==> config.mk <==
export PLATFORM = sky130hd
export DESIGN_NAME = gold_chk_a
export DESIGN_NICKNAME = d
export VERILOG_FILES = /design/src/rtl/gold_pkg.sv /design/src/rtl/gold_chk_lfsr.sv /design/src/rtl/gold_chk_a.sv
export SDC_FILE = /design/constraint.sdc
export NUM_CORES = 1
export LEC_CHECK = 0
export ABC_AREA = 1
export CORE_ASPECT_RATIO = 1.2
export CORE_MARGIN = 2
export CORE_UTILIZATION = 45
export DETAILED_ROUTE_END_ITERATION = 6
export GPL_TIMING_DRIVEN = 0
export PLACE_DENSITY_LB_ADDON = 0.3
export SYNTH_ARGS = -nofsm -noshare
export SYNTH_HDL_FRONTEND = slang
export SYNTH_SLANG_ARGS = --single-unit
==> constraint.sdc <==
create_clock -name Clock -period 4.2 [get_ports Clock]
set_input_delay 0.63 -clock Clock [delete_from_list [all_inputs] [get_ports Clock]]
set_output_delay 0.63 -clock Clock [all_outputs]
set_load 0.1 [all_outputs]
==> src/rtl/gold_pkg.sv <==
// Shared state type, default tap constants and counter-width helper
// for the gold-code A-branch receive checker.
package gold_pkg;

    typedef enum logic [1:0] {
        ACQ    = 2'd0,
        VERIFY = 2'd1,
        LOCKED = 2'd2
    } gold_state_t;

    localparam int GOLD_CYCLE_A0 = 26;
    localparam int GOLD_CYCLE_A3 = 4;

    // Bits needed to hold every value from 0 up to and including max_val.
    function automatic int cnt_width(input int max_val);
        return (max_val < 1) ? 1 : $clog2(max_val + 1);
    endfunction

endpackage

==> src/rtl/gold_chk_lfsr.sv <==
// Local replica of the A-branch generator: loads received chips while
// acquiring, then free-runs on its own prediction as a flywheel.
module gold_chk_lfsr
    import gold_pkg::*;
#(
    parameter int CYCLE_A0 = GOLD_CYCLE_A0,
    parameter int CYCLE_A3 = GOLD_CYCLE_A3
) (
    input  logic clk,
    input  logic rst_n,
    input  logic i_shift,
    input  logic i_load,
    input  logic i_din,
    output logic o_pred
);

    logic [CYCLE_A0-1:0] r_sr;
    logic                w_in;

    // Bit 0 holds the newest chip, so the taps sit at CYCLE_A3-1 and CYCLE_A0-1.
    assign o_pred = r_sr[CYCLE_A3-1] ^ r_sr[CYCLE_A0-1];
    assign w_in   = i_load ? i_din : o_pred;

    always_ff @(posedge clk or negedge rst_n) begin
        if (!rst_n) begin
            r_sr <= '0;
        end else if (i_shift) begin
            r_sr <= {r_sr[CYCLE_A0-2:0], w_in};
        end
    end

endmodule

==> src/rtl/gold_chk_a.sv <==
// Gold-code A-branch receive checker: acquire, verify, hold lock and count errors.
// Optional feature macro GOLD_CHK_ERR_CNT_EN enables the saturating Err_Count.
module gold_chk_a
    import gold_pkg::*;
#(
    parameter int CYCLE_A0   = GOLD_CYCLE_A0,
    parameter int CYCLE_A3   = GOLD_CYCLE_A3,
    parameter int VERIFY_LEN = 32,
    parameter int WIN_LEN    = 64,
    parameter int ERR_THR    = 4,
    parameter int CNT_W      = 16
) (
    input  logic             Clock,
    input  logic             Reset_n,
    input  logic             Enable,
    input  logic             Data_In,
    input  logic             Resync,
    output logic             Locked,
    output logic             Chip_Err,
    output logic [CNT_W-1:0] Err_Count
);

    localparam int FILL_W  = cnt_width(CYCLE_A0);
    localparam int MATCH_W = cnt_width(VERIFY_LEN);
    localparam int WIN_W   = cnt_width(WIN_LEN);
    localparam int WERR_W  = cnt_width(ERR_THR);

    localparam logic [FILL_W-1:0]  FILL_LAST  = FILL_W'(CYCLE_A0 - 1);
    localparam logic [MATCH_W-1:0] MATCH_LAST = MATCH_W'(VERIFY_LEN - 1);
    localparam logic [WIN_W-1:0]   WIN_LAST   = WIN_W'(WIN_LEN - 1);
    localparam logic [WERR_W-1:0]  ERR_LIMIT  = WERR_W'(ERR_THR);

    gold_state_t        r_state;
    logic [FILL_W-1:0]  r_fill_cnt;
    logic [MATCH_W-1:0] r_match_cnt;
    logic [WIN_W-1:0]   r_win_cnt;
    logic [WERR_W-1:0]  r_win_err;
    logic               r_locked;
    logic               r_chip_err;

    logic               w_pred;
    logic               w_mismatch;
    logic               w_shift;
    logic               w_load;
    logic [WERR_W-1:0]  w_win_err_next;

    assign w_mismatch     = Data_In ^ w_pred;
    assign w_load         = (r_state == ACQ);
    assign w_win_err_next = r_win_err + WERR_W'(w_mismatch);

    // A mismatching chip in VERIFY is discarded so the predictor is not polluted.
    assign w_shift = Enable && !Resync &&
                     ((r_state == ACQ) || (r_state == LOCKED) ||
                      ((r_state == VERIFY) && !w_mismatch));

    gold_chk_lfsr #(
        .CYCLE_A0 (CYCLE_A0),
        .CYCLE_A3 (CYCLE_A3)
    ) u_lfsr (
        .clk     (Clock),
        .rst_n   (Reset_n),
        .i_shift (w_shift),
        .i_load  (w_load),
        .i_din   (Data_In),
        .o_pred  (w_pred)
    );

    always_ff @(posedge Clock or negedge Reset_n) begin
        if (!Reset_n) begin
            r_state     <= ACQ;
            r_fill_cnt  <= '0;
            r_match_cnt <= '0;
            r_win_cnt   <= '0;
            r_win_err   <= '0;
            r_locked    <= 1'b0;
            r_chip_err  <= 1'b0;
        end else if (Resync) begin
            r_state     <= ACQ;
            r_fill_cnt  <= '0;
            r_match_cnt <= '0;
            r_win_cnt   <= '0;
            r_win_err   <= '0;
            r_locked    <= 1'b0;
            r_chip_err  <= 1'b0;
        end else if (Enable) begin
            case (r_state)
                ACQ: begin
                    r_chip_err <= 1'b0;
                    if (r_fill_cnt == FILL_LAST) begin
                        r_state     <= VERIFY;
                        r_fill_cnt  <= '0;
                        r_match_cnt <= '0;
                    end else begin
                        r_fill_cnt <= r_fill_cnt + FILL_W'(1);
                    end
                end
                VERIFY: begin
                    r_chip_err <= w_mismatch;
                    if (w_mismatch) begin
                        r_state     <= ACQ;
                        r_fill_cnt  <= '0;
                        r_match_cnt <= '0;
                    end else if (r_match_cnt == MATCH_LAST) begin
                        r_state     <= LOCKED;
                        r_locked    <= 1'b1;
                        r_match_cnt <= '0;
                        r_win_cnt   <= '0;
                        r_win_err   <= '0;
                    end else begin
                        r_match_cnt <= r_match_cnt + MATCH_W'(1);
                    end
                end
                LOCKED: begin
                    r_chip_err <= w_mismatch;
                    // Threshold check comes first so it wins over the end-of-window clear.
                    if (w_win_err_next == ERR_LIMIT) begin
                        r_state     <= ACQ;
                        r_locked    <= 1'b0;
                        r_fill_cnt  <= '0;
                        r_match_cnt <= '0;
                        r_win_cnt   <= '0;
                        r_win_err   <= '0;
                    end else if (r_win_cnt == WIN_LAST) begin
                        r_win_cnt <= '0;
                        r_win_err <= '0;
                    end else begin
                        r_win_cnt <= r_win_cnt + WIN_W'(1);
                        r_win_err <= w_win_err_next;
                    end
                end
                default: begin
                    r_state  <= ACQ;
                    r_locked <= 1'b0;
                end
            endcase
        end
    end

    assign Locked   = r_locked;
    assign Chip_Err = r_chip_err;

`ifdef GOLD_CHK_ERR_CNT_EN
    logic [CNT_W-1:0] r_err_count;

    // Survives loss of lock so the BER monitor sees a running total.
    always_ff @(posedge Clock or negedge Reset_n) begin
        if (!Reset_n) begin
            r_err_count <= '0;
        end else if (Resync) begin
            r_err_count <= '0;
        end else if (Enable && (r_state == LOCKED) && w_mismatch && (r_err_count != '1)) begin
            r_err_count <= r_err_count + CNT_W'(1);
        end
    end

    assign Err_Count = r_err_count;
`else
    assign Err_Count = '0;
`endif

endmodule
==> results.sh <==
export IMPL_synth_cells=362
export IMPL_end_kind="output port"
export IMPL_finalPower_mw=1.10
export IMPL_cts_htree_levels=2
export IMPL_port_buffers=5
export IMPL_fp_dieH_um=91.9
export IMPL_cp_cell_sequence="clkdlybuf4s50_1"
export IMPL_synthFlopType="dfrtp_1"
export IMPL_grt_overflow=0
export IMPL_cts_inserted_buffers=5
export IMPL_vias=2244
export IMPL_grt_pass1_wl_mm=9.28
export IMPL_yosys_top_cells_area="dfrtp_1 (44%), nand2_1 (15%), nand3_1 (7.3%)"
export IMPL_hold_viol=0
export IMPL_ant_nets=0
export IMPL_die_x_um=77.3
export IMPL_start_util_pct=45.8
export IMPL_clk_latency_ps=310
export IMPL_ys_top_cells_by_count="nand2_1 (115), dfrtp_1 (51), nand3_1 (42)"
export IMPL_rsz0062_at_grt="no"
export IMPL_num_antenna_cells=0
export IMPL_maxSlewViolCount=0
export IMPL_dp_hpwl_mm=3.75
export IMPL_hold_class="in -> async"
export IMPL_gp_routability_congestion=0.837
export IMPL_p_leak_nw=1.75
export IMPL_grt_max_degree=28
export IMPL_drcViolationCount=0
export IMPL_yosys_warnings=0
export IMPL_synth_edf_count=0
export IMPL_yosysUniqueCellTypes=31
export IMPL_core_area_mm2=0.00633
export IMPL_skew_ps=7.98
export IMPL_yosysTopAreaCell="dfrtp_1"
export IMPL_avgSynthCellArea_um2=8.00
export IMPL_crit_family="buffers and inverters"
export IMPL_instances_no_fill=476
export IMPL_worstPathArrival_ps=1820
export IMPL_cts_clk_slew_worst_paths_ps=90
export IMPL_dp_cells=468
export IMPL_timing_fmax_mhz=409
export IMPL_drt_iter0_drc=113
export IMPL_final_setup_viol_count=0
export IMPL_cts_tree="yes"
export IMPL_maxSlewHeadroom_pct=35.2
export IMPL_rows=32
export IMPL_worst_pin_slew_ps=969
export IMPL_cp_slowest_cell="clkdlybuf4s50_1"
export IMPL_cap_viol_max_count=0
export IMPL_wl_mm=5.00
export IMPL_synth_most_common_cell="nand2_1"
export IMPL_cts_hold_buf=0
export IMPL_power_density_mw_per_mm2=338
export IMPL_critical_path_class="reg -> out"
export IMPL_root_buffer="clkbuf_8"
export IMPL_post_cts_buffers=0
export IMPL_antenna_found_initial=0
export IMPL_syn_area_mm2=0.00290
export IMPL_nets=403
export IMPL_yosysSeqAreaShare_pct=44.0
export IMPL_whs_ps=312
export IMPL_synthArstFlopShare_pct=100
export IMPL_irDropWorstVdd_mv=0.139
export IMPL_worst_path_buf_inv=1
export IMPL_status="finished, final reports clean"
export IMPL_fin_crit_sh_pct=58.3
export IMPL_via_per_inst=4.71
export IMPL_grt_pass1_vias=2137
export IMPL_start_kind="flop"
export IMPL_cts_resized=0
export IMPL_fin_crit_ps=2450
export IMPL_critPathMaxFanout=2
export IMPL_required_ps=3570
export IMPL_wl_per_cell_um=10.5
export IMPL_ys_ff_latch=51
export IMPL_yosysTopAreaCellShare_pct=44.0
export IMPL_slowest_delay_ps=1140
export IMPL_drtPass1Iterations=4
export IMPL_cts_sinks=51
export IMPL_cts_max_path_buffers=2
export IMPL_grt_use_total_pct=15.7
export IMPL_die_area_mm2=0.00710
export IMPL_layout_drive_gt1_share_pct=15.3
export IMPL_final_setup_tns_ps=0
export IMPL_area_delta_synth_final_pct=11.8
export IMPL_ios=23
## flip-flops by register name, summed over array words and instances (netlist names)
signal	flops
Chip_Err	1
Locked	1
r_fill_cnt	5
r_match_cnt	6
r_state	2
r_win_cnt	7
r_win_err	3
u_lfsr.r_sr	26
## cells in the final DEF (no fill, tap or decap), types with 5 or more instances in the layout
cell type  synthesis  layout
buf_4             18      18
clkbuf_8           0       5
conb_1             1      16
dfrtp_1           51      51
ha_1               8       8
inv_1             34      34
nand2_1          115     115
nand3_1           42      42
nand3_2            5       5
nand4_1           16      16
nor2_1            22      22
## metal layers
layer / GRT usage (%) / vias up / wire length [um]
li1: - / 1175 / -
met1: 20.2 / 1038 / 2430
met2: 26.9 / 22 / 2380
met3: 2.95 / 9 / 125
met4: 4.32 / 0 / 63
met5: 0 / - / 0
## worst paths after layout
kind	from	endpoint	slack, ps	depth (start not counted)
worst max-delay path	Chip_Err$_DFFE_PN0P_	Chip_Err	1750	1
worst min-delay path	Reset_n	u_lfsr.r_sr[13]$_DFFE_PN0P_	310	1
worst max register to register	u_lfsr.r_sr[3]$_DFFE_PN0P_	r_match_cnt[1]$_DFFE_PN0P_	2170	14
worst min register to register	u_lfsr.r_sr[7]$_DFFE_PN0P_	u_lfsr.r_sr[7]$_DFFE_PN0P_	480	2
max in group asynchronous	Reset_n	Locked$_DFFE_PN0P_	3350	2
min in group Clock	u_lfsr.r_sr[7]$_DFFE_PN0P_	u_lfsr.r_sr[7]$_DFFE_PN0P_	480	2
## where the power goes
| group | switching, mW | leakage, nW | internal [mW] |
|---|---|---|---|
| Combinational | 0.137 | 0.997 | 0.0522 |
| Sequential | 0.0259 | 0.701 | 0.532 |
| Clock | 0.170 | 0.0548 | 0.180 |
## layout make-up
cell class,count,area [um2]
buffer,25,188
clock buffer,5,68.8
clock inverter,3,46.3
fill,638,3090
inverter,39,146
multi-input combinational,262,1340
sequential,51,1280
tap,85,106
timing repair buffer,6,65.1
## cell families (layout without fill, tap and decap cells)
logic type                 after synthesis  count (layout)  synth area share [%]
adders and majority gates                8               8                  3.45
DFF                                     51              51                  44.0
buffers and inverters                   64              78                  11.5
other                                    1              16                 0.129
AOI/OAI and AO/OA                       16              16                  4.10
and+or+nand+nor                        215             215                  34.6
xor gates and xnor gates                 7               7                  2.12
## metrics by stage
stage	area (um2)	util [%]	setup slack [ps]
final	3240	51.2	1750
after global routing	3240	51.2	1710
after CTS	3240	51.2	1730
after detailed placement	3130	49.4	1590
after global placement	3110	49.2	929
after floorplan	2950	-	2280
Note: power is estimated with default switching activity, not from simulation.
==> variant 1: new RTL, same settings <==
`CNT_W`: 16 -> 24.
--- a/src/rtl/gold_chk_a.sv
+++ b/src/rtl/gold_chk_a.sv
@@ -10,3 +10,3 @@
     parameter int ERR_THR    = 4,
-    parameter int CNT_W      = 16
+    parameter int CNT_W      = 24
 ) (
Ports: changed (resized Err_Count); port bits go from 23 to 31. No check against the original RTL was run, so the function may have changed too.
==> variant 1 against the unedited design <==
- design area is 1.9% higher
- wire length is 3.8% higher
- hold slack worse by 0.12 ns
- fmax is 0.97% lower
- largest power group unchanged
- sequential power hardly changed
- combinational power is 20% higher
- sequential cell count stayed put
- non-clock buffer count is 8 higher
- synthesized area is 2.1% higher
- total power is 3.0% lower
- worst setup slack worse by 0.024 ns
- count of clock-buffer cells in the layout is 1 higher
- sequential share of layout area is 0.72 points lower
==> variant 1: results (changes against the unedited design) <==
| Group | Parameter | Reported | Change |
| --- | --- | --- | --- |
| timing | Share of the clock period used by the worst path after layout | 0.588 | was 0.583 |
| global routing | GR Util All Layers | 0.156 | was 0.157 |
| global routing | Number of global-route vias before repair | 2,194 | was 2,137 |
| synth | Adder-cell area share of the yosys netlist | 0.0338 | was 0.0345 |
| clock network | Buffers inserted by post-CTS timing repair | 0 | unchanged |
| global routing | Pin count of the biggest net entering global routing | 42 | was 28 |
| outcome | Run status | finished, final reports clean | unchanged |
| place | Pre-CTS setup slack | 1.53 ns | was 1.59 ns |
| synth | Cell types with the largest area share after synthesis | sky130_fd_sc_hd__dfrtp_1 43%, sky130_fd_sc_hd__nand2_1 15%, sky130_fd_sc_hd__nand3_1 7.1%, sky130_fd_sc_hd__buf_4 6.6%, sky130_fd_sc_hd__inv_1 4.3% | was sky130_fd_sc_hd__dfrtp_1 44%, sky130_fd_sc_hd__nand2_1 15%, sky130_fd_sc_hd__nand3_1 7.3%, sky130_fd_sc_hd__buf_4 4.7%, sky130_fd_sc_hd__inv_1 4.4% |
| critical path | Data arrival time of the critical path | 1.84 ns | was 1.82 ns |
| synth | Leading post-synthesis cells by instance count | 115 x sky130_fd_sc_hd__nand2_1, 51 x sky130_fd_sc_hd__dfrtp_1, 42 x sky130_fd_sc_hd__nand3_1 | unchanged |
| synth | Xor and xnor area share after synthesis | 0.0207 | was 0.0212 |
| finish | Layout fillers | 620 | was 638 |
| timing | Clock skew after layout | 0.00423 ns | was 0.00798 ns |
| clock network | Total number of H-tree levels | 2 | unchanged |
| drt | Starting DRC count in detailed routing | 118 | was 113 |
| power | VDD IR max | 122 uV | was 139 uV |
| power | Int Pwr | 0.000706 W | was 0.000764 W |
| synth | Share of synthesized area occupied by flip-flops and latches | 0.431 | was 0.440 |
| synth | Mean post-synth cell area | 7.99 um^2 | was 8.00 um^2 |
| clock network | Post-CTS clock slew at the launch and capture registers of the worst setup and hold paths | 0.09 ns | about the same |
| finish | Number of non-filler instances in the completed layout | 492 | was 476 |
| drt | WL final | 5190 um | was 5000 um |
| place | Gpl congestion | 0.841 | was 0.837 |
| finish | Proportion of layout cells with a drive suffix above 1 | 0.165 | was 0.153 |
| worst hold path | Class of the most critical hold timing path | input pin to async pin | unchanged |
| finish | Number of nets in the layout | 419 | was 403 |
| synth | Complex-gate fraction of the synthesized area | 0.0402 | was 0.0410 |
| timing | Normalized max-slew margin | 0.346 | was 0.352 |
| place | Cell total after placement | 484 | was 468 |
| drt | Via-per-instance ratio | 4.63 | was 4.71 |
| global routing | First-pass GRT wire length | 9200 um | was 9280 um |
| power | Leakage power | 1.81 nW | was 1.75 nW |
[variant 1: logic make-up after synthesis]
group           count (synthesis)
compound gates                 16
xor+xnor                        7
buf+inv                        72
simple gates                  215
fa+ha+maj                       8
flops                          51
other cells                     1
[variant 1: power groups by stage]
stage	Clock [W]	Sequential, W	Combinational (W)
finish	0.000279	0.000558	0.000227
detailed placement	0	0.000568	0.000229
global route	0.000308	0.000564	0.000250
floorplan	0	0.000562	0.000196
global placement	0	0.000567	0.000223
CTS	0.000290	0.000559	0.000229
[variant 1: final cells by class]
class | instances | area share
multi-input combinational | 270 | 0.416
sequential | 51 | 0.387
buffer | 33 | 0.0751
inverter | 39 | 0.0444
tap | 85 | 0.0322
clock buffer | 6 | 0.0220
timing repair buffer | 6 | 0.0197
clock inverter | 2 | 0.00379
[variant 1: final timing paths]
path / cells after the start / end / slack [ns]
min in group Clock: 2 / u_lfsr.r_sr[5] / 0.48
hold reg to reg: 2 / u_lfsr.r_sr[5] / 0.48
setup / recovery: 1 / Chip_Err / 1.73
setup reg to reg: 14 / r_match_cnt[4] / 2.12
hold / removal: 1 / r_fill_cnt[1] / 0.19
max in group asynchronous: 2 / r_win_err[0] / 3.51
[variant 1: stage by stage]
step / instance area, um^2 / utilization
2_1_floorplan: 3040 / -
3_3_place_gp: 3200 / 0.500
3_5_place_dp: 3220 / 0.502
4_1_cts: 3300 / 0.515
5_1_grt: 3300 / 0.515
6_report: 3300 / 0.515
[variant 1: routing by layer]
| layer | GRT usage | share of wire |
|---|---|---|
| met3 | 0.0331 | 0.030 |
| met1 | 0.187 | 0.47 |
| met4 | 0.0482 | 0.013 |
| met2 | 0.278 | 0.49 |
| met5 | 0 | 0 |
==> variant 2: new RTL, config.mk and constraints unchanged <==
Without the edit above. Add an input register stage for `Data_In`, without a reset; this delays it by one clock. The other inputs are not delayed to match.
--- a/src/rtl/gold_chk_a.sv
+++ b/src/rtl/gold_chk_a.sv
@@ -32,2 +32,8 @@
 
+    logic Data_In_q;
+
+    always_ff @(posedge Clock) begin
+        Data_In_q <= Data_In;
+    end
+
     gold_state_t        r_state;
@@ -46,3 +52,3 @@
 
-    assign w_mismatch     = Data_In ^ w_pred;
+    assign w_mismatch     = Data_In_q ^ w_pred;
     assign w_load         = (r_state == ACQ);
@@ -63,3 +69,3 @@
         .i_load  (w_load),
-        .i_din   (Data_In),
+        .i_din   (Data_In_q),
         .o_pred  (w_pred)
Check against the original RTL: same outputs for any inputs over 10 cycles, from zero or initial values and one cycle with Reset_n low; that may be too few to reach the edited logic, so the function may still have changed.
==> variant 2 against the unedited design <==
- combinational power decreased by 4%
- design area rose by 0.50%
- hold slack better by 0.0056 ns
- global-route usage down 0.081 points
- sequential cell count rose by 1
- synthesized area up 0.69%
- wire length up 2.0%
- worst setup slack worse by 0.0016 ns
- total power is 1.2% lower
- count of clock-buffer cells in the layout is the same
- final cell count increased by 0.21%
- critical path type unchanged
- largest cell class unchanged
- largest power group unchanged
- highest routed layer unchanged
==> variant 2: results (changes against the unedited design) <==
| Group | Parameter | Reported | Change |
| --- | --- | --- | --- |
| outcome | Run status | finished, final reports clean | unchanged |
| finish | Number of non-filler instances in the completed layout | 477 | was 476 |
| drt | Starting DRC count in detailed routing | 125 | was 113 |
| finish | Number of nets in the layout | 404 | was 403 |
| synth | Mean post-synth cell area | 8.04 um^2 | was 8.00 um^2 |
| drt | Routed wire length on met2 | 2490 um | was 2380 um |
| synth | Share of synthesized area occupied by flip-flops and latches | 0.444 | was 0.440 |
| clock network | Clock Sink Count | 52 | was 51 |
| synth | Adder-cell area share of the yosys netlist | 0.0343 | was 0.0345 |
| drt | First-pass DRT Iterations | 6 | was 4 |
| synth | Post-synth cell types | 32 | was 31 |
| critical path | FF-to-FF setup slack | 2.15 ns | was 2.17 ns |
| place | Detail Placement HPWL | 3750 um | about the same |
| global routing | GR Util All Layers | 0.156 | was 0.157 |
| timing | Hold Worst Slack | 0.317 ns | was 0.312 ns |
| drt | Overall via count from detail_route | 2,271 | was 2,244 |
| drt | Met3 wire length | 122 um | was 125 um |
| global routing | First-pass GRT wire length | 9170 um | was 9280 um |
| synth | Complex-gate fraction of the synthesized area | 0.0407 | was 0.0410 |
| finish | Proportion of layout cells with a drive suffix above 1 | 0.153 | about the same |
| drt | Average wire per standard cell | 10.7 um | was 10.5 um |
| power | Leakage power | 1.76 nW | was 1.75 nW |
| global routing | Met3 usage | 0.0266 | was 0.0295 |
| power | Switch share | 0.300 | was 0.303 |
| place | Cell total after placement | 469 | was 468 |
| global routing | Number of global-route vias before repair | 2,098 | was 2,137 |
| finish | Layout fillers | 624 | was 638 |
| power | VDD IR max | 124 uV | was 139 uV |
-- variant 2: worst min path at each step --
| stage | from | endpoint |
|---|---|---|
| global placement | u_lfsr.r_sr[7] | u_lfsr.r_sr[7] |
| CTS | Reset_n | u_lfsr.r_sr[14] |
| global route | Reset_n | u_lfsr.r_sr[14] |
| floorplan | Reset_n | Chip_Err |
| detailed placement | u_lfsr.r_sr[10] | u_lfsr.r_sr[10] |
| finish | Reset_n | u_lfsr.r_sr[14] |
-- variant 2: stage by stage --
stage / power (W) / setup slack [ns] / area [um^2] / util
2_1_floorplan: 0.000713 / 2.38 / 2970 / -
3_3_place_gp: 0.000742 / 0.968 / 3130 / 0.492
3_5_place_dp: 0.000749 / 1.98 / 3150 / 0.494
4_1_cts: 0.00110 / 1.74 / 3260 / 0.512
5_1_grt: 0.00114 / 1.71 / 3260 / 0.512
6_report: 0.00108 / 1.75 / 3260 / 0.512
